`config.mk`:
```
export PLATFORM = sky130hd
export DESIGN_NAME = sp256k_ctrl_flat
export DESIGN_NICKNAME = d
export VERILOG_FILES = /design/src/rtl/sp256k_ctrl_if.sv /design/src/rtl/sp256k_ctrl.sv /design/src/flat_wrapper.sv
export SDC_FILE = /design/constraint.sdc
export NUM_CORES = 1
export LEC_CHECK = 0
export ABC_CLOCK_PERIOD_IN_PS = 2800
export CAP_MARGIN = 0
export CORE_UTILIZATION = 53
export CTS_CLUSTER_DIAMETER = 30
export DETAILED_ROUTE_END_ITERATION = 16
export PLACE_DENSITY = 0.94
export SLEW_MARGIN = 20
export SYNTH_ARGS = -nofsm -noshare
export SYNTH_HDL_FRONTEND = slang
export SYNTH_SLANG_ARGS = --single-unit
```
`constraint.sdc`:
```
create_clock -name clk -period 2.8 [get_ports clk]
set_clock_uncertainty 0.1 [all_clocks]
set_input_delay 0.28 -clock clk [delete_from_list [all_inputs] [get_ports clk]]
set_output_delay 0.28 -clock clk [all_outputs]
set_load 0.005 [all_outputs]
```
`src/rtl/sp256k_ctrl_if.sv`:
```
// Purpose : MCU-side 32-bit word request/response bus for the SP256K word controller.
// Latency : none (signal bundle only).
// Backpressure: the requester holds mem_req until mem_ready; read data returns as a one-cycle mem_rvalid pulse.
// Ports   : mem_req/mem_we/mem_be/mem_addr/mem_wdata (requester -> controller),
//           mem_ready/mem_rdata/mem_rvalid (controller -> requester).
interface sp256k_ctrl_if;
   logic        mem_req;
   logic        mem_ready;
   logic        mem_we;
   logic [3:0]  mem_be;
   logic [12:0] mem_addr;
   logic [31:0] mem_wdata;
   logic [31:0] mem_rdata;
   logic        mem_rvalid;

   modport master (
      output mem_req, mem_we, mem_be, mem_addr, mem_wdata,
      input  mem_ready, mem_rdata, mem_rvalid
   );

   modport slave (
      input  mem_req, mem_we, mem_be, mem_addr, mem_wdata,
      output mem_ready, mem_rdata, mem_rvalid
   );
endinterface

```
`src/rtl/sp256k_ctrl.sv`:
```
// Purpose : drives a 16K x 16 SP256K SRAM from a 32-bit word port (two half-word accesses per request).
// Latency : write busy 2 cycles after accept; read data valid 4 cycles after accept (+1 if woken from standby).
// Backpressure: mem_ready is high only in IDLE/STBY; requests are held off while an access is in flight.
// Ports   : clk, sync_reset (sync, active high); mem (sp256k_ctrl_if.slave);
//           sram_AD/DI/MASKWE/WE/CS/STDBY/SLEEP/PWROFF_N to the macro, sram_DO from the macro.
module sp256k_ctrl #(
   parameter int unsigned IDLE_STDBY_CYCLES = 16
) (
   input  logic                clk,
   input  logic                sync_reset,
   sp256k_ctrl_if.slave        mem,
   output logic [13:0]         sram_AD,
   output logic [15:0]         sram_DI,
   output logic [3:0]          sram_MASKWE,
   output logic                sram_WE,
   output logic                sram_CS,
   output logic                sram_STDBY,
   output logic                sram_SLEEP,
   output logic                sram_PWROFF_N,
   input  logic [15:0]         sram_DO
);

   // Counter only needs to reach IDLE_STDBY_CYCLES-1: standby is entered on the
   // idle cycle that would make the run IDLE_STDBY_CYCLES long.
   localparam int unsigned    CW        = (IDLE_STDBY_CYCLES > 1) ? $clog2(IDLE_STDBY_CYCLES) : 1;
   localparam logic [CW-1:0]  IDLE_LAST = CW'((IDLE_STDBY_CYCLES == 0) ? 0 : IDLE_STDBY_CYCLES - 1);
   localparam bit             STDBY_EN  = (IDLE_STDBY_CYCLES != 0);

   typedef enum logic [2:0] {
      IDLE    = 3'd0,
      STBY    = 3'd1,
      WAKE    = 3'd2,
      LO      = 3'd3,
      HI      = 3'd4,
      RD_LAST = 3'd5
   } state_t;

   state_t        state;
   logic [CW-1:0] idle_cnt;
   logic [12:0]   addr_q;
   logic          we_q;
   logic [3:0]    be_q;
   logic [31:0]   wdata_q;
   logic [15:0]   low_q;

   logic          accept;
   logic          lo_from_bus;
   logic [12:0]   lo_addr;
   logic          lo_we;
   logic [3:0]    lo_be;
   logic [15:0]   lo_di;
   logic [3:0]    lo_mask;
   logic [3:0]    hi_mask;

   assign accept = mem.mem_req & mem.mem_ready;

   // From IDLE the LO access is issued on the accepting edge, so its fields
   // come straight off the bus; after WAKE they come from the captured copy.
   assign lo_from_bus = (state == IDLE);
   assign lo_addr     = lo_from_bus ? mem.mem_addr        : addr_q;
   assign lo_we       = lo_from_bus ? mem.mem_we          : we_q;
   assign lo_be       = lo_from_bus ? mem.mem_be          : be_q;
   assign lo_di       = lo_from_bus ? mem.mem_wdata[15:0] : wdata_q[15:0];

   // One byte enable covers two SRAM nibbles; reads never assert the mask.
   assign lo_mask = lo_we ? {lo_be[1], lo_be[1], lo_be[0], lo_be[0]} : 4'b0000;
   assign hi_mask = we_q  ? {be_q[3], be_q[3], be_q[2], be_q[2]}     : 4'b0000;

   assign sram_SLEEP    = 1'b0;
   assign sram_PWROFF_N = 1'b1;

   always_ff @(posedge clk) begin
      if (sync_reset) begin
         state          <= IDLE;
         idle_cnt       <= '0;
         addr_q         <= '0;
         we_q           <= 1'b0;
         be_q           <= '0;
         wdata_q        <= '0;
         low_q          <= '0;
         mem.mem_ready  <= 1'b1;
         mem.mem_rvalid <= 1'b0;
         mem.mem_rdata  <= '0;
         sram_AD        <= '0;
         sram_DI        <= '0;
         sram_MASKWE    <= '0;
         sram_WE        <= 1'b0;
         sram_CS        <= 1'b0;
         sram_STDBY     <= 1'b0;
      end else begin
         mem.mem_rvalid <= 1'b0;
         idle_cnt       <= '0;

         if (accept) begin
            addr_q  <= mem.mem_addr;
            we_q    <= mem.mem_we;
            be_q    <= mem.mem_be;
            wdata_q <= mem.mem_wdata;
         end

         unique case (state)
            IDLE: begin
               if (accept) begin
                  state         <= LO;
                  mem.mem_ready <= 1'b0;
                  sram_CS       <= 1'b1;
                  sram_AD       <= {lo_addr, 1'b0};
                  sram_DI       <= lo_di;
                  sram_WE       <= lo_we;
                  sram_MASKWE   <= lo_mask;
               end else if (STDBY_EN && (idle_cnt == IDLE_LAST)) begin
                  state      <= STBY;
                  sram_STDBY <= 1'b1;
               end else if (STDBY_EN) begin
                  idle_cnt <= idle_cnt + 1'b1;
               end
            end

            STBY: begin
               if (accept) begin
                  state         <= WAKE;
                  mem.mem_ready <= 1'b0;
                  sram_STDBY    <= 1'b0;
               end
            end

            // Macro leaves standby here; first access follows next cycle.
            WAKE: begin
               state       <= LO;
               sram_CS     <= 1'b1;
               sram_AD     <= {lo_addr, 1'b0};
               sram_DI     <= lo_di;
               sram_WE     <= lo_we;
               sram_MASKWE <= lo_mask;
            end

            LO: begin
               state       <= HI;
               sram_AD     <= {addr_q, 1'b1};
               sram_DI     <= wdata_q[31:16];
               sram_MASKWE <= hi_mask;
            end

            // sram_DO now carries the low half read during LO.
            HI: begin
               sram_CS     <= 1'b0;
               sram_WE     <= 1'b0;
               sram_MASKWE <= 4'b0000;
               if (we_q) begin
                  state         <= IDLE;
                  mem.mem_ready <= 1'b1;
               end else begin
                  state <= RD_LAST;
                  low_q <= sram_DO;
               end
            end

            // sram_DO now carries the high half read during HI.
            RD_LAST: begin
               state          <= IDLE;
               mem.mem_ready  <= 1'b1;
               mem.mem_rvalid <= 1'b1;
               mem.mem_rdata  <= {sram_DO, low_q};
            end

            default: begin
               state         <= IDLE;
               mem.mem_ready <= 1'b1;
            end
         endcase
      end
   end

endmodule

```
`src/flat_wrapper.sv`:
```
// flat-port wrapper written by rule: the top's interface ports become plain ports
module sp256k_ctrl_flat 
#(
   parameter int unsigned IDLE_STDBY_CYCLES = 16
)
  (clk, sync_reset, sram_AD, sram_DI, sram_MASKWE, sram_WE, sram_CS, sram_STDBY, sram_SLEEP, sram_PWROFF_N, sram_DO, mem_mem_req, mem_mem_we, mem_mem_be, mem_mem_addr, mem_mem_wdata, mem_mem_ready, mem_mem_rdata, mem_mem_rvalid);
  sp256k_ctrl_if mem_i ();
  input  logic clk;
  input  logic sync_reset;
  output logic [13:0] sram_AD;
  output logic [15:0] sram_DI;
  output logic [3:0] sram_MASKWE;
  output logic sram_WE;
  output logic sram_CS;
  output logic sram_STDBY;
  output logic sram_SLEEP;
  output logic sram_PWROFF_N;
  input  logic [15:0] sram_DO;
  input wire logic [$bits(mem_i.mem_req)-1:0] mem_mem_req;
  input wire logic [$bits(mem_i.mem_we)-1:0] mem_mem_we;
  input wire logic [$bits(mem_i.mem_be)-1:0] mem_mem_be;
  input wire logic [$bits(mem_i.mem_addr)-1:0] mem_mem_addr;
  input wire logic [$bits(mem_i.mem_wdata)-1:0] mem_mem_wdata;
  output wire logic [$bits(mem_i.mem_ready)-1:0] mem_mem_ready;
  output wire logic [$bits(mem_i.mem_rdata)-1:0] mem_mem_rdata;
  output wire logic [$bits(mem_i.mem_rvalid)-1:0] mem_mem_rvalid;
  assign mem_i.mem_req = mem_mem_req;
  assign mem_i.mem_we = mem_mem_we;
  assign mem_i.mem_be = mem_mem_be;
  assign mem_i.mem_addr = mem_mem_addr;
  assign mem_i.mem_wdata = mem_mem_wdata;
  assign mem_mem_ready = mem_i.mem_ready;
  assign mem_mem_rdata = mem_i.mem_rdata;
  assign mem_mem_rvalid = mem_i.mem_rvalid;
  sp256k_ctrl #(.IDLE_STDBY_CYCLES(IDLE_STDBY_CYCLES)) u_core (.clk(clk), .sync_reset(sync_reset), .mem(mem_i), .sram_AD(sram_AD), .sram_DI(sram_DI), .sram_MASKWE(sram_MASKWE), .sram_WE(sram_WE), .sram_CS(sram_CS), .sram_STDBY(sram_STDBY), .sram_SLEEP(sram_SLEEP), .sram_PWROFF_N(sram_PWROFF_N), .sram_DO(sram_DO));
endmodule
```
* Word-level counts from Yosys, hierarchy flattened *
Index checks and enable logic that the tools add are counted.

storage, ports and cells
  register bits = 144
  input port bits = 69
  output and inout port bits = 73
  word-level logic and storage cells = 77

operators by class
  add/subtract/negate cells = 1
  equal/unequal tests = 13
  multiplexer cells = 28
  bitwise logic cells = 4
  reduce and logical (&&, ||, !) cells = 15

operators by type and width
  operator                                                                 count
  16-bit case mux with 3 select lines                                      1
  14-bit case mux with 3 select lines                                      1
  16-bit 2-to-1 mux                                                        2
  4-bit case mux with 4 select lines                                       1
  3-bit case mux with 5 select lines                                       1
  14-bit 2-to-1 mux                                                        1
  13-bit 2-to-1 mux                                                        1
  3-bit 2-to-1 mux                                                         4
  4-bit 2-to-1 mux                                                         3
  2-bit AND reduction                                                      5
  1-bit case mux with 3 select lines                                       3
  1-bit 2-to-1 mux                                                         8
  2-bit by 1-bit inequality test with 1-bit output, second input constant  4
  3-bit by 2-bit equality test with 1-bit output, second input constant    2
  3-bit equality test, second input constant                               2
  3-bit nonzero test                                                       2
  4-bit by 1-bit adder with 4-bit output, second input constant            1
  4-bit equality test, second input constant                               1
  2-bit inequality test, second input constant                             2
  4-bit AND reduction                                                      1
  4-bit nonzero test                                                       1
  2-bit OR reduction                                                       2
  4-bit OR reduction                                                       1
  3-bit by 1-bit equality test with 1-bit output, second input constant    1
  other kinds (8)                                                          10

* Depth between registers and ports, before layout *
Gate-level depths: netlist of run 1.

  word-level depth = 5
  mapped depth = 7
  mapped depth without buffers = 5

* Least setup slack after synthesis of run 1 *
OpenSTA, ideal clock, no wires.

  path kind = register -> register
  start point = reg u_core.state[2]
  end point = reg u_core.sram_MASKWE[1]
  library setup time = 0.088 ns
  arrival = 1.346 ns
  required time = 2.612 ns
  path slack = 1.266 ns
  cell stages (with the launch flop) = 6
  path buffers = 1
  clock period less this slack = 1.534 ns
  path through = dfxtp_1 > buf_6 > nor3_4 > nand2_2 > a311o_1 > a311oi_2

on the way
  longest elaborated chain between the ends = 5
  elaborated cells on any way between the ends = 12
  those cells by class = eq/ne (4); mux (5); reduce/logical (3)

ends and longest elaborated chain
  item                                                         line                                   RTL
  start: declaration                                           sp256k_ctrl.sv:38                      state_t state;
  start signal: assignment                                     sp256k_ctrl.sv:74                      state <= IDLE;
  start signal: assignment                                     sp256k_ctrl.sv:104                     state <= LO;
  start signal: assignment                                     sp256k_ctrl.sv:112                     state <= STBY;
  3-bit zero test                                              sp256k_ctrl.sv:59, sp256k_ctrl.sv:101
  2-bit 2-to-1 mux / 1-bit 2-to-1 mux (equally long branches)  sp256k_ctrl.sv:62, sp256k_ctrl.sv:61
  4-bit 2-to-1 mux                                             sp256k_ctrl.sv:66                      assign lo_mask = lo_we ? {lo_be[1], lo_be[1], lo_be[0], lo_be[0]} : 4'b0000;
  4-bit 2-to-1 mux                                             sp256k_ctrl.sv:103                     if (accept) begin
  4-bit case mux with 4 select lines                           sp256k_ctrl.sv:101                     unique case (state)
  end signal: assignment                                       sp256k_ctrl.sv:110                     sram_MASKWE <= lo_mask;
  end signal: assignment                                       sp256k_ctrl.sv:134                     sram_MASKWE <= lo_mask;
  end signal: assignment                                       sp256k_ctrl.sv:141                     sram_MASKWE <= hi_mask;
  end: declaration                                             sp256k_ctrl.sv:14                      output logic [3:0] sram_MASKWE,

Parallel ways exist; a longest one is shown, timed or not. The select of a mux whose other input is x is not followed.
A chain may end at the register's enable or synchronous reset.

* Final worst setup path of run 1 *
  start point = reg u_core.state[0]
  end point = reg u_core.sram_DI[8]

on the way
  longest elaborated chain between the ends = 4
  elaborated cells on any way between the ends = 9
  those cells by class = eq/ne (3); mux (3); reduce/logical (3)

ends and longest elaborated chain
  item                                 line                                   RTL
  3-bit zero test                      sp256k_ctrl.sv:59, sp256k_ctrl.sv:101
  16-bit 2-to-1 mux                    sp256k_ctrl.sv:63                      assign lo_di = lo_from_bus ? mem.mem_wdata[15:0] : wdata_q[15:0];
  16-bit 2-to-1 mux                    sp256k_ctrl.sv:103
  16-bit case mux with 3 select lines  sp256k_ctrl.sv:101
  end signal: assignment               sp256k_ctrl.sv:108                     sram_DI <= lo_di;
  end signal: assignment               sp256k_ctrl.sv:132                     sram_DI <= lo_di;
  end signal: assignment               sp256k_ctrl.sv:140                     sram_DI <= wdata_q[31:16];
  end: declaration                     sp256k_ctrl.sv:13                      output logic [15:0] sram_DI,

Parallel ways exist; a longest one is shown, timed or not. The select of a mux whose other input is x is not followed.

==> results.ini, run 1 <==
[logic_synthesis]
synth.distinct_cells=43
ys_seq_elements=142
yosysWarningCount=0
synth_fp_nets=783
netlist_instances=713
synth_top_area_share_pct=49.90
post-synth-top-area-cell=dfxtp_1
synth_common_cells=nand2_1 (249), dfxtp_1 (142), a21oi_1 (112)
synthArstFlopShare_pct=0
netlist_area_um2=5697
synth_area_leaders=dfxtp_1 (50%), nand2_1 (16%), a21oi_1 (9.8%)
synthFlopType=dfxtp_1
synth-edff-count=0
yosysMostFrequentCell=nand2_1
avgSynthCellArea_um2=7.990
ys_seq_area_share_pct=49.90

[die]
io_pins=142
rows=37
core_area_um2=10370
die_h_um=105.7
dieArea_um2=11170
start_util_pct=54.93
die_w_um=105.7

[sta]
hold_viol_final=0
drv_slew=0
maxSlewHeadroom_pct=49.14
tightest_slew_ns=0.7618
max_freq_mhz=458.7
final.setup.tns_ns=0
finalWorstSetupSlack_ns=0.6200
min_period_over_period_pct=77.86
finalSetupViolCount=0
fin_hold_ws_ns=0.1487
rsz0062_at_grt=false
layout_min_cycle_time_ns=2.180

[clock_network]
clk_path_buf_depth=2
ctsHoldBuffers=0
clkTransAtPathRegs_ns=0.06
cts_buffers=17
cts_tree=built
ctsResizeCount=0
insertion_delay_ns=0.52
post_cts_buffers=0
htree_levels=4
cts.sinks=142
cts_root_buf=clkbuf_8

[detailed_routing]
routed_via_density=5.658
drtAntennaViolNets=0
post_drt_wl_per_cell_um=15.60
routed_wirelength_um=15210
first_pass_iters=6
drt_iter0_drc=443
vias=5517
drc=0

[layout]
area_growth_pct=36.33
final-seq-area_um2=2844
diodes=0
fillers=725
multi_input_area_um2=2570
drive_gt1_share_pct=7.390
fin_nets=896
final_core_util_pct=74.89
fin_cells=975

[pwr]
leakage_nw=2.742
pwr-share-clk_pct=44.1
power_frac_seq_pct=39.6
p_per_area_nw_per_um2=746.8
p_int_mw=4.311
pwr-share-comb_pct=16.3
p_sw_mw=1.489
ir_drop_mv=0.4879
p_sw_share_pct=25.67

[global_route]
met3_usage_pct=6.122
grt_pass1_wl_um=24650
globalRouteMet1Util_pct=33.41
grt_overflow=0
grt_max_degree=57
grt_usage_pct=27.57
gr-usage-met2_pct=47.11
grt_busiest_layer=met2
antenna_found_initial=0
first_global_vias=5173

[critical_path]
start_kind=register
critPathKind=register to register
crit_fanout=17
path_cells=inv_2 > a21oi_2 > o221ai_1 > o22ai_1
worstPathArrival_ns=2.52
end_kind=register
worstPathRequired_ns=3.14
slowest_delay_ns=0.72
slowest_stage=dfxtp_1
reg2reg_depth=4

[status]
outcome=complete, no violations

[job]
maxCapViolations=0

[placed_design]
place_hpwl_um=9418
finalWeightedCongestion=0.8597
place_ws_ns=0.6511
io_buffer_count=139
placed_cells=943

[worst_hold_path]
hp-class=input port to register
hold_depth=2

[stage by stage]
step	power [mW]	cell area (µm²)
after floorplan	2.842	5697
after global routing	5.999	7766
after detailed placement	3.258	7089
final	5.800	7766
after CTS	5.808	7766
after global placement	3.236	7089
[worst max-delay path: cells and delay by family (launching register included)]
| kind | cells | cell delay (ns) |
|---|---|---|
| AOI/OAI and AO/OA | 3 | 1.02 |
| buffers and inverters | 1 | 0.25 |
| DFF | 1 | 0.72 |
[registers in the layout, indices dropped and copies added (netlist names)]
register               flops
u_core.low_q              16
u_core.sram_AD            14
u_core.mem.mem_rdata      32
u_core.be_q                4
u_core.sram_CS             1
u_core.state               3
u_core.sram_WE             1
u_core.sram_STDBY          1
u_core.wdata_q            32
u_core.mem.mem_rvalid      1
u_core.sram_MASKWE         2
u_core.mem.mem_ready       1
u_core.addr_q             13
u_core.sram_DI            16
u_core.we_q                1
u_core.idle_cnt            4
[layout make-up]
cell class / instances / share of cell area, %
clock buffers: 19 / 5.687
clock inverters: 13 / 3.029
inverters: 3 / 0.1450
multi-input cells: 509 / 33.09
flip-flops and latches: 142 / 36.62
well taps: 136 / 2.191
repair buffers: 153 / 19.24
[final timing paths]
path	to	slack, ns	from
setup reg to reg	u_core.sram_DI[8]	0.62	u_core.state[0]
hold / removal	u_core.wdata_q[23]	0.15	sync_reset
setup / recovery	u_core.sram_DI[8]	0.62	u_core.state[0]
hold reg to reg	u_core.mem.mem_rdata[4]	0.35	u_core.low_q[4]
[layout by cell type, fill, tap and decap left out, types with 8 or more instances in the layout]
| cell type | count |
|---|---|
| dfxtp_1 | 141 |
| clkbuf_16 | 16 |
| buf_4 | 15 |
| nor2_1 | 24 |
| clkdlybuf4s50_1 | 138 |
| a311oi_1 | 15 |
| nand3_1 | 8 |
| nand2b_1 | 18 |
| a21oi_1 | 112 |
| o22ai_1 | 13 |
| nand2_1 | 248 |
| mux2i_1 | 19 |
| o221ai_1 | 13 |
[metal layers]
| metal | routed length (µm) | part of all wire, % |
|---|---|---|
| met5 | 0 | 0 |
| met4 | 381 | 2.5 |
| met3 | 1122 | 7.4 |
| met2 | 7586 | 50 |
| met1 | 6116 | 40 |
[kinds of logic (layout without fill, tap and decap cells)]
kind of cell	count (synthesis)	after routing	synth area share [%]
flops	142	142	49.90
compound gates	168	168	17.72
fa+ha+maj	1	1	0.2196
simple gates	317	317	23.08
other cells	2	2	0.1318
buf+inv	62	188	5.293
mux	19	19	3.338
xor+xnor	2	2	0.3075
[power groups by stage]
stage,clock network [mW],logic (mW),registers (mW)
after CTS,2.58,0.942,2.29
after global routing,2.66,1.03,2.31
after detailed placement,0,0.927,2.33
final,2.56,0.947,2.29
after floorplan,0,0.549,2.29
after global placement,0,0.909,2.33
Power figures use the tool's default switching activity.
==> run 2: changes to the inputs <==
--- a/config.mk
+++ b/config.mk
@@ -5,12 +5,12 @@
 export SDC_FILE = /design/constraint.sdc
 export NUM_CORES = 1
 export LEC_CHECK = 0
-export ABC_CLOCK_PERIOD_IN_PS = 2800
+export ABC_CLOCK_PERIOD_IN_PS = 2000
 export CAP_MARGIN = 0
-export CORE_UTILIZATION = 53
+export CORE_UTILIZATION = 44
 export CTS_CLUSTER_DIAMETER = 30
 export DETAILED_ROUTE_END_ITERATION = 16
-export PLACE_DENSITY = 0.94
+export PLACE_DENSITY = 0.85
 export SLEW_MARGIN = 20
 export SYNTH_ARGS = -nofsm -noshare
 export SYNTH_HDL_FRONTEND = slang
==> constraint.sdc (replaced) <==
create_clock -name clk -period 2 [get_ports clk]
set_clock_uncertainty 0.1 [all_clocks]
set_input_delay 0.2 -clock clk [delete_from_list [all_inputs] [get_ports clk]]
set_output_delay 0.2 -clock clk [all_outputs]
set_load 0.005 [all_outputs]
==> results.ini, run 2 (synthesis results as in run 1) <==
[status]
outcome=complete, no violations

[critical_path]
worstPathArrival_ns=1.97
cp_common_cell=nand2_1
critPathKind=register to register
end_kind=register
slowest_stage=nand2_1
path_cells=buf_4 > nor3_1 > nand2_1 > nand2_1 > a21oi_1
crit_fanout=16
slowest_delay_ns=0.39
start_kind=register
worstPathRequired_ns=2.19

[pwr]
p_int_mw=6.161
pwr-share-comb_pct=16.9
p_sw_mw=2.039
finalPower_mw=8.200
p_sw_share_pct=24.86
leakage_nw=2.805
ir_drop_mv=0.6278
p_per_area_nw_per_um2=1033
power_frac_seq_pct=38.9
pwr-share-clk_pct=44.1

[global_route]
grt_pass1_wl_um=23770
grt_usage_pct=22.63
antenna_found_initial=0
grt_overflow=0
first_global_vias=4903
grt_max_degree=92

[placed_design]
place_area_um2=7237
io_buffer_count=139
place_hpwl_um=9586
placed_cells=986
finalWeightedCongestion=0.9104
place_ws_ns=0.08274

[sta]
max_freq_mhz=561.9
rsz0062_at_grt=false
layout_min_cycle_time_ns=1.780
final.setup.tns_ns=0
finalWorstSetupSlack_ns=0.2204
min_period_over_period_pct=88.98
maxSlewHeadroom_pct=62.33
hold_viol_final=0
tightest_slew_ns=0.5651
drv_slew=0
finalSetupViolCount=0
fin_hold_ws_ns=0.2304

[layout]
fin_cells=1019
stdcell_area_um2=7935
drive_gt1_share_pct=7.910
final_common_cell=nand2_1
final_core_util_pct=62.88
final_cell_mix=nand2_1 (248), dfxtp_1 (141), clkdlybuf4s50_1 (138)
area_growth_pct=39.29
diodes=0
fin_nets=904
top_regs=u_core.mem.mem_rdata: 32 flops, u_core.wdata_q: 32 flops

[clock_network]
htree_levels=4
cts_buffers=17
clk_path_buf_depth=2
clkTransAtPathRegs_ns=0.06
cts.sinks=142
cts_tree=built
insertion_delay_ns=0.42
cts_root_buf=clkbuf_16

[die]
rows=41
io_pins=142
dieArea_um2=13410
die_h_um=115.8
core_area_um2=12620
start_util_pct=45.14
die_w_um=115.8

[detailed_routing]
post_drt_wl_per_cell_um=14.58
vias=5403
routed_via_density=5.302
drt_iter0_drc=390
drtAntennaViolNets=0
first_pass_iters=5
drc=0
routed_wirelength_um=14860

[worst_hold_path]
hp-class=input port to register

[job]
maxCapViolations=0

-- run 2: layout make-up --
class / instances / area (µm²)
Multi-Input combinational cell: 509 / 2577
Fill cell: 1050 / 4684
Clock buffer: 22 / 474.2
Inverter: 3 / 11.26
Clock inverter: 10 / 206.4
Timing Repair Buffer: 161 / 1607
Tap cell: 172 / 215.2
Sequential cell: 142 / 2844
-- run 2: critical path: cells and delay by family (launching register included) --
kind,cells,cell delay [ns]
AO/OA/AOI/OAI,1,0.08
buffers and inverters,1,0.22
flip-flops,1,0.38
AND/OR/NAND/NOR,3,0.86
-- run 2: final timing paths --
path	startpoint	endpoint	slack, ns	depth (start not counted)
max	u_core.state[0]	u_core.low_q[7]	0.22	5
min	mem_mem_wdata[26]	u_core.wdata_q[26]	0.23	3
max reg2reg	u_core.state[0]	u_core.low_q[7]	0.22	5
min reg2reg	u_core.mem.mem_rdata[15]	u_core.mem.mem_rdata[15]	0.35	2
-- run 2: metal layers --
metal  GRT usage (%)  wire [µm]
met1           28.79       6319
met2           36.19       7285
met3           6.642        945
met4           8.718        312
met5               0          0
-- run 2: repair_timing --
item                                    4_1_cts  5_1_grt
gates resized for setup                       0        1
endpoints found under the hold margin         6        0
endpoints found under the setup margin        0        2
hold buffers                                  1        0
setup buffers                                 0        0
-- run 2: power by group through the flow --
stage	clock [mW]	sequential, mW	combinational (mW)
3_5_place_dp	0	3.25	1.37
4_1_cts	3.66	3.19	1.38
3_3_place_gp	0	3.25	1.34
5_1_grt	3.79	3.22	1.52
6_report	3.62	3.19	1.39
2_1_floorplan	0	3.21	0.768
==> run 3: changes to the inputs <==
--- a/config.mk
+++ b/config.mk
@@ -5,12 +5,12 @@
 export SDC_FILE = /design/constraint.sdc
 export NUM_CORES = 1
 export LEC_CHECK = 0
-export ABC_CLOCK_PERIOD_IN_PS = 2000
+export ABC_CLOCK_PERIOD_IN_PS = 1800
 export CAP_MARGIN = 0
-export CORE_UTILIZATION = 44
+export CORE_UTILIZATION = 49
 export CTS_CLUSTER_DIAMETER = 30
 export DETAILED_ROUTE_END_ITERATION = 16
-export PLACE_DENSITY = 0.85
+export PLACE_DENSITY = 0.89
 export SLEW_MARGIN = 20
 export SYNTH_ARGS = -nofsm -noshare
 export SYNTH_HDL_FRONTEND = slang
==> constraint.sdc (replaced) <==
create_clock -name clk -period 1.8 [get_ports clk]
set_clock_uncertainty 0.1 [all_clocks]
set_input_delay 0.18 -clock clk [delete_from_list [all_inputs] [get_ports clk]]
set_output_delay 0.18 -clock clk [all_outputs]
set_load 0.005 [all_outputs]
==> results.ini, run 3 (synthesis results as in run 1) <==
[global_route]
grt_usage_pct=26.23
grt_pass1_wl_um=24250
grt_overflow=0
antenna_found_initial=0
grt_max_degree=78
first_global_vias=5057

[layout]
final_cell_mix=nand2_1 (248), dfxtp_1 (140), clkdlybuf4s50_1 (138)
top_regs=u_core.mem.mem_rdata: 32 flops, u_core.wdata_q: 32 flops
drive_gt1_share_pct=9.662
final_common_cell=nand2_1
fin_nets=916
diodes=0
final_core_util_pct=70.31
fin_cells=1002
fillers=859
area_growth_pct=40.33

[critical_path]
worst_r2r_startpoint=u_core.state[1]
start_kind=register
crit_fanout=13
worstPathArrival_ns=1.97
critPathKind=register to register
worstPathRequired_ns=2.03
startpoint=u_core.state[1]
end_kind=register

[detailed_routing]
routed_wirelength_um=15540
drc=0
first_pass_iters=4
vias=5440
drt_iter0_drc=447
routed_via_density=5.429
drtAntennaViolNets=0
post_drt_wl_per_cell_um=15.51

[sta]
final.setup.tns_ns=0
finalSetupViolCount=0
hold_viol_final=0
max_freq_mhz=573.7
min_period_over_period_pct=96.83
tightest_slew_ns=0.5445
layout_min_cycle_time_ns=1.743
maxSlewHeadroom_pct=63.70
drv_slew=0

[pwr]
p_sw_mw=2.352
p_int_mw=6.483
p_sw_share_pct=26.62
power_frac_seq_pct=40.2
ir_drop_mv=0.5180
pwr-share-comb_pct=18.8
p_per_area_nw_per_um2=1105
pwr-share-clk_pct=40.9
leakage_nw=2.850

[die]
core_area_um2=11370
io_pins=142
dieArea_um2=12060
start_util_pct=50.10
die_h_um=109.8
die_w_um=109.8
rows=39

[clock_network]
clk_path_buf_depth=2
cts_root_buf=clkbuf_16
insertion_delay_ns=0.42
clkTransAtPathRegs_ns=0.06
cts.sinks=142
htree_levels=4
cts_tree=built
ctsHoldBuffers=0
cts_buffers=17

[placed_design]
placed_cells=968
finalWeightedCongestion=0.8926
place_hpwl_um=10050
io_buffer_count=139

[status]
outcome=complete, no violations

[worst_hold_path]
hp-class=input port to register
min_from=sync_reset

[job]
maxCapViolations=0

[run 3: changes by cell type in the layout (fill, tap and decap cells not counted), sizes merged]
cell / previous run / this run
buf: 22 / 34
bufinv: 6 / 3
clkinvlp: 1 / 4
clkbuf: 22 / 21
clkinv: 2 / 3
dlygate4sd3: 1 / 0
inv: 4 / 5
[run 3: area by class of cell]
| cell class | instances | area, µm² | area share, % |
|---|---|---|---|
| Sequential cell | 142 | 2845 | 35.59 |
| Multi-Input combinational cell | 509 | 2580 | 32.27 |
| Timing Repair Buffer | 173 | 1762 | 22.04 |
| Clock buffer | 20 | 456.7 | 5.713 |
| Tap cell | 143 | 178.9 | 2.238 |
| Clock inverter | 12 | 160.2 | 2.003 |
| Inverter | 3 | 11.26 | 0.1409 |
[run 3: power groups by stage]
stage	clock network, mW	logic [mW]	registers [mW]
3_5_place_dp	0	1.59	3.61
4_1_cts	3.64	1.62	3.55
3_3_place_gp	0	1.55	3.61
5_1_grt	3.79	1.82	3.58
2_1_floorplan	0	0.854	3.57
6_report	3.62	1.66	3.55
[run 3: per-stage QoR]
| step | setup slack (ns) | hold slack, ns | cell area (µm²) | power (mW) |
|---|---|---|---|---|
| final | 0.05705 | 0.05347 | 7994 | 8.834 |
| after global routing | -0.02006 | 0.05033 | 7994 | 9.193 |
| after CTS | 0.02195 | 0.03964 | 7958 | 8.802 |
| after detailed placement | -0.007863 | 0.3426 | 7333 | 5.200 |
| after global placement | 0.03933 | 0.3265 | 7333 | 5.157 |
| after floorplan | 0.2663 | 0.2160 | 5697 | 4.420 |
[run 3: worst paths after layout]
| kind | end | depth (start not counted) | slack, ns |
|---|---|---|---|
| worst max-delay path | u_core.sram_DI[15] | 4 | 0.06 |
| worst min-delay path | u_core.state[2] | 2 | 0.05 |
| worst max register to register | u_core.sram_DI[15] | 4 | 0.06 |
| worst min register to register | u_core.mem.mem_rdata[6] | 2 | 0.35 |
[run 3: critical path, stage by stage (launching register included)]
cell	delay (ns)
dfxtp_2	0.55
inv_2	0.15
a21oi_4	0.23
nand2b_1	0.34
o22ai_1	0.29
[run 3: what timing repair did]
item / 4_1_cts / 5_1_grt
endpoints found under the hold margin: 0 / 0
gates resized for setup: 1 / 2
buffers inserted: 0 / 1
endpoints found under the setup margin: 1 / 12
cloned: 0 / 1
[run 3: layer usage]
layer	vias up	track usage, %	wire length [µm]
met5	-	0	0
met4	0	13.71	517
met3	43	7.054	954
met2	210	43.04	7744
met1	2517	31.32	6328
li1	2670	-	-
==> RTL change, RTL diff (settings of run 2) <==
Encoding of `state_t`: now one-hot (6 bits for 6 states).
--- a/src/rtl/sp256k_ctrl.sv
+++ b/src/rtl/sp256k_ctrl.sv
@@ -28,9 +28,9 @@
 
-   typedef enum logic [2:0] {
-      IDLE    = 3'd0,
-      STBY    = 3'd1,
-      WAKE    = 3'd2,
-      LO      = 3'd3,
-      HI      = 3'd4,
-      RD_LAST = 3'd5
+   typedef enum logic [5:0] {
+      IDLE    = 6'b000001,
+      STBY    = 6'b000010,
+      WAKE    = 6'b000100,
+      LO      = 6'b001000,
+      HI      = 6'b010000,
+      RD_LAST = 6'b100000
    } state_t;
Function: same outputs for any inputs over 4 cycles, from zero or initial values and one cycle with sync_reset high; so few cycles prove little.
==> RTL change against run 2 <==
  * The flow now finishes with violations (setup timing)
  * Synthesized area rose by 0.15%
  * Power up 3.0%
  * Sequential cell count grew 3
  * Sequential power grew 1%
  * First-iteration DRC count is 57% higher
  * Non-clock buffer count is 34 higher
  * Routed wire length is 19% higher
  * Cell area rose by 9.0%
  * Setup slack worse by 0.28 ns
  * Final cell count up 4.3%
  * Largest cell class unchanged
==> RTL change: results (changes against run 2) <==
| Metric | Value |
|---|---|
| Status | `finished, violations left` |
| Failing checks | `setup timing` |
| FILL cells | `942 (-10%)` |
| Area after DPL | `0.007415 mm^2 (+2.5%)` |
| Fin Hold WS | `0.1563 ns (-0.07404 ns)` |
| Slew @ Worst Pin | `0.5276 ns (-0.03750 ns)` |
| Yosys warnings | `0 (unchanged)` |
| Reg2reg end | `u_core.sram_AD[11]$_SDFFE_PP0P_` |
| Routed length per placed instance | `16.66 um (+14%)` |
| Post-synth top cells | `246 x nand2_1, 145 x dfxtp_1, 119 x a21oi_1, 39 x clkbuf_1, 29 x nor2_1` |
| Detailed placement HPWL | `9909 um (+3.4%)` |
| Leakage | `3.167 nW (+13%)` |
| Vias in the first global route | `5068 (+3.4%)` |
| WHS Endpoint | `u_core.we_q$_SDFFE_PP0P_` |
| Synthesized Nets | `797 (+1.8%)` |
| PnR worst setup slack | `-0.06211 ns (-0.2825 ns)` |
| Reg2reg start | `u_core.state[2]$_SDFFE_PP0P_` |
| Share of post-route cells with drive strength above 1 | `16.50% (+8.6 points)` |
| RePlAce Congestion | `0.8453 (-7.2%)` |
| R2R depth | `7 (+2)` |
| Post-synth top flop | `dfxtp_1` |
| Largest net degree at the start of global routing | `53 (-42%)` |
| Min-delay src | `sync_reset` |
| CTS Buf Count | `17 (unchanged)` |
| Post-layout nets | `949 (+5.0%)` |
| PD cells | `976.7 mW/mm^2 (-5.5%)` |
| Worst-path clk slew | `0.06 ns (about the same)` |
| All-layer global routing usage | `23.64% (+1.0 points)` |
| Clk buf depth | `2 (unchanged)` |
| Area contributors post-synth | `dfxtp_1 51%, nand2_1 16%, a21oi_1 10%, clkbuf_1 2.6%, nand2b_1 2.3%` |
| CP max FO | `8 (-8)` |
| Setup violators final | `32 (+32)` |
| Hold depth | `2 (-1)` |
| HP Class | `input port to register` |
| Antenna cells | `0 (unchanged)` |
| First-pass GRT wire length | `24500 um (+3.1%)` |
| Sequential area share after synthesis | `50.88% (+0.98 points)` |
| Distinct cells, synth | `48 (+12%)` |
| DRT iter0 DRCs | `614 (+57%)` |
| Vias | `5726 (+6.0%)` |
| Max VDD drop | `0.0007299 V (+16%)` |
| Place WS | `-0.07267 ns (-0.1554 ns)` |
RTL change: report_power, final:
| group | leakage (nW) | internal [mW] | switching [mW] | total [mW] |
|---|---|---|---|---|
| combinational | 1.67 | 0.970 | 0.845 | 1.82 |
| clock | 0.316 | 2.22 | 1.18 | 3.40 |
| sequential | 1.19 | 3.10 | 0.128 | 3.23 |
RTL change: what timing repair did:
action,in CTS,in global routing
buffers inserted,3,11
gates cloned,1,8
endpoints found under the hold margin,0,0
pin swaps,2,27
endpoints found under the setup margin,82,83
hold buffers,0,0
resized for setup,9,68
RTL change: layout make-up:
cell class              instances  share of cell area, %
inverters                       4                 0.1736
well taps                     172                  2.488
clock buffers                  19                  5.120
repair buffers                195                  24.41
multi-input cells             516                  32.01
clock inverters                12                  2.184
flip-flops and latches        145                  33.61
RTL change: cells by family after synthesis:
kind of cell | share of synthesized area (%)
AO/OA/AOI/OAI | 19.47
XOR/XNOR | 0.6141
adder cells (fa/ha/maj) | 0.2193
buffers and inverters | 5.197
flip-flops | 50.88
other | 0.1316
AND/OR/NAND/NOR | 23.49
RTL change: worst max-delay path by stage:
| stage | to | start | slack, ns |
|---|---|---|---|
| finish | u_core.sram_AD[11]$_SDFFE_PP0P_ | u_core.state[2]$_SDFFE_PP0P_ | -0.06 |
| detailed placement | u_core.mem.mem_rdata[13]$_SDFFE_PP0P_ | u_core.state[2]$_SDFFE_PP0P_ | -0.07 |
| floorplan | u_core.sram_MASKWE[2]$_SDFFE_PP0P_ | u_core.state[2]$_SDFFE_PP0P_ | -0.15 |
| global route | u_core.sram_AD[6]$_SDFFE_PP0P_ | u_core.state[2]$_SDFFE_PP0P_ | -0.13 |
| global placement | u_core.mem.mem_rdata[12]$_SDFFE_PP0P_ | u_core.state[2]$_SDFFE_PP0P_ | -0.02 |
| CTS | u_core.mem.mem_rdata[12]$_SDFFE_PP0P_ | u_core.state[2]$_SDFFE_PP0P_ | 0.01 |
RTL change: per-layer routing:
metal	global-route usage, %	part of all wire [%]	routed length (um)
met5	0	0	0
met3	8.002	8.8	1565
met4	9.060	2.0	360
met1	28.61	39	6935
met2	38.77	50	8844
RTL change: critical path, stage by stage (launching register included):
cell,delay (ns)
dfxtp_2,0.34
or4_4,0.53
or2_4,0.26
a22oi_4,0.22
buf_12,0.16
buf_8,0.13
nor2_1,0.04
a311oi_1,0.19
RTL change: through the flow:
step	std cells	setup TNS [ns]
detailed placement	1011	-2.291
floorplan	727	-6.919
finish	1063	-1.358
global placement	1011	-0.07058
CTS	1046	0
global route	1063	-4.020
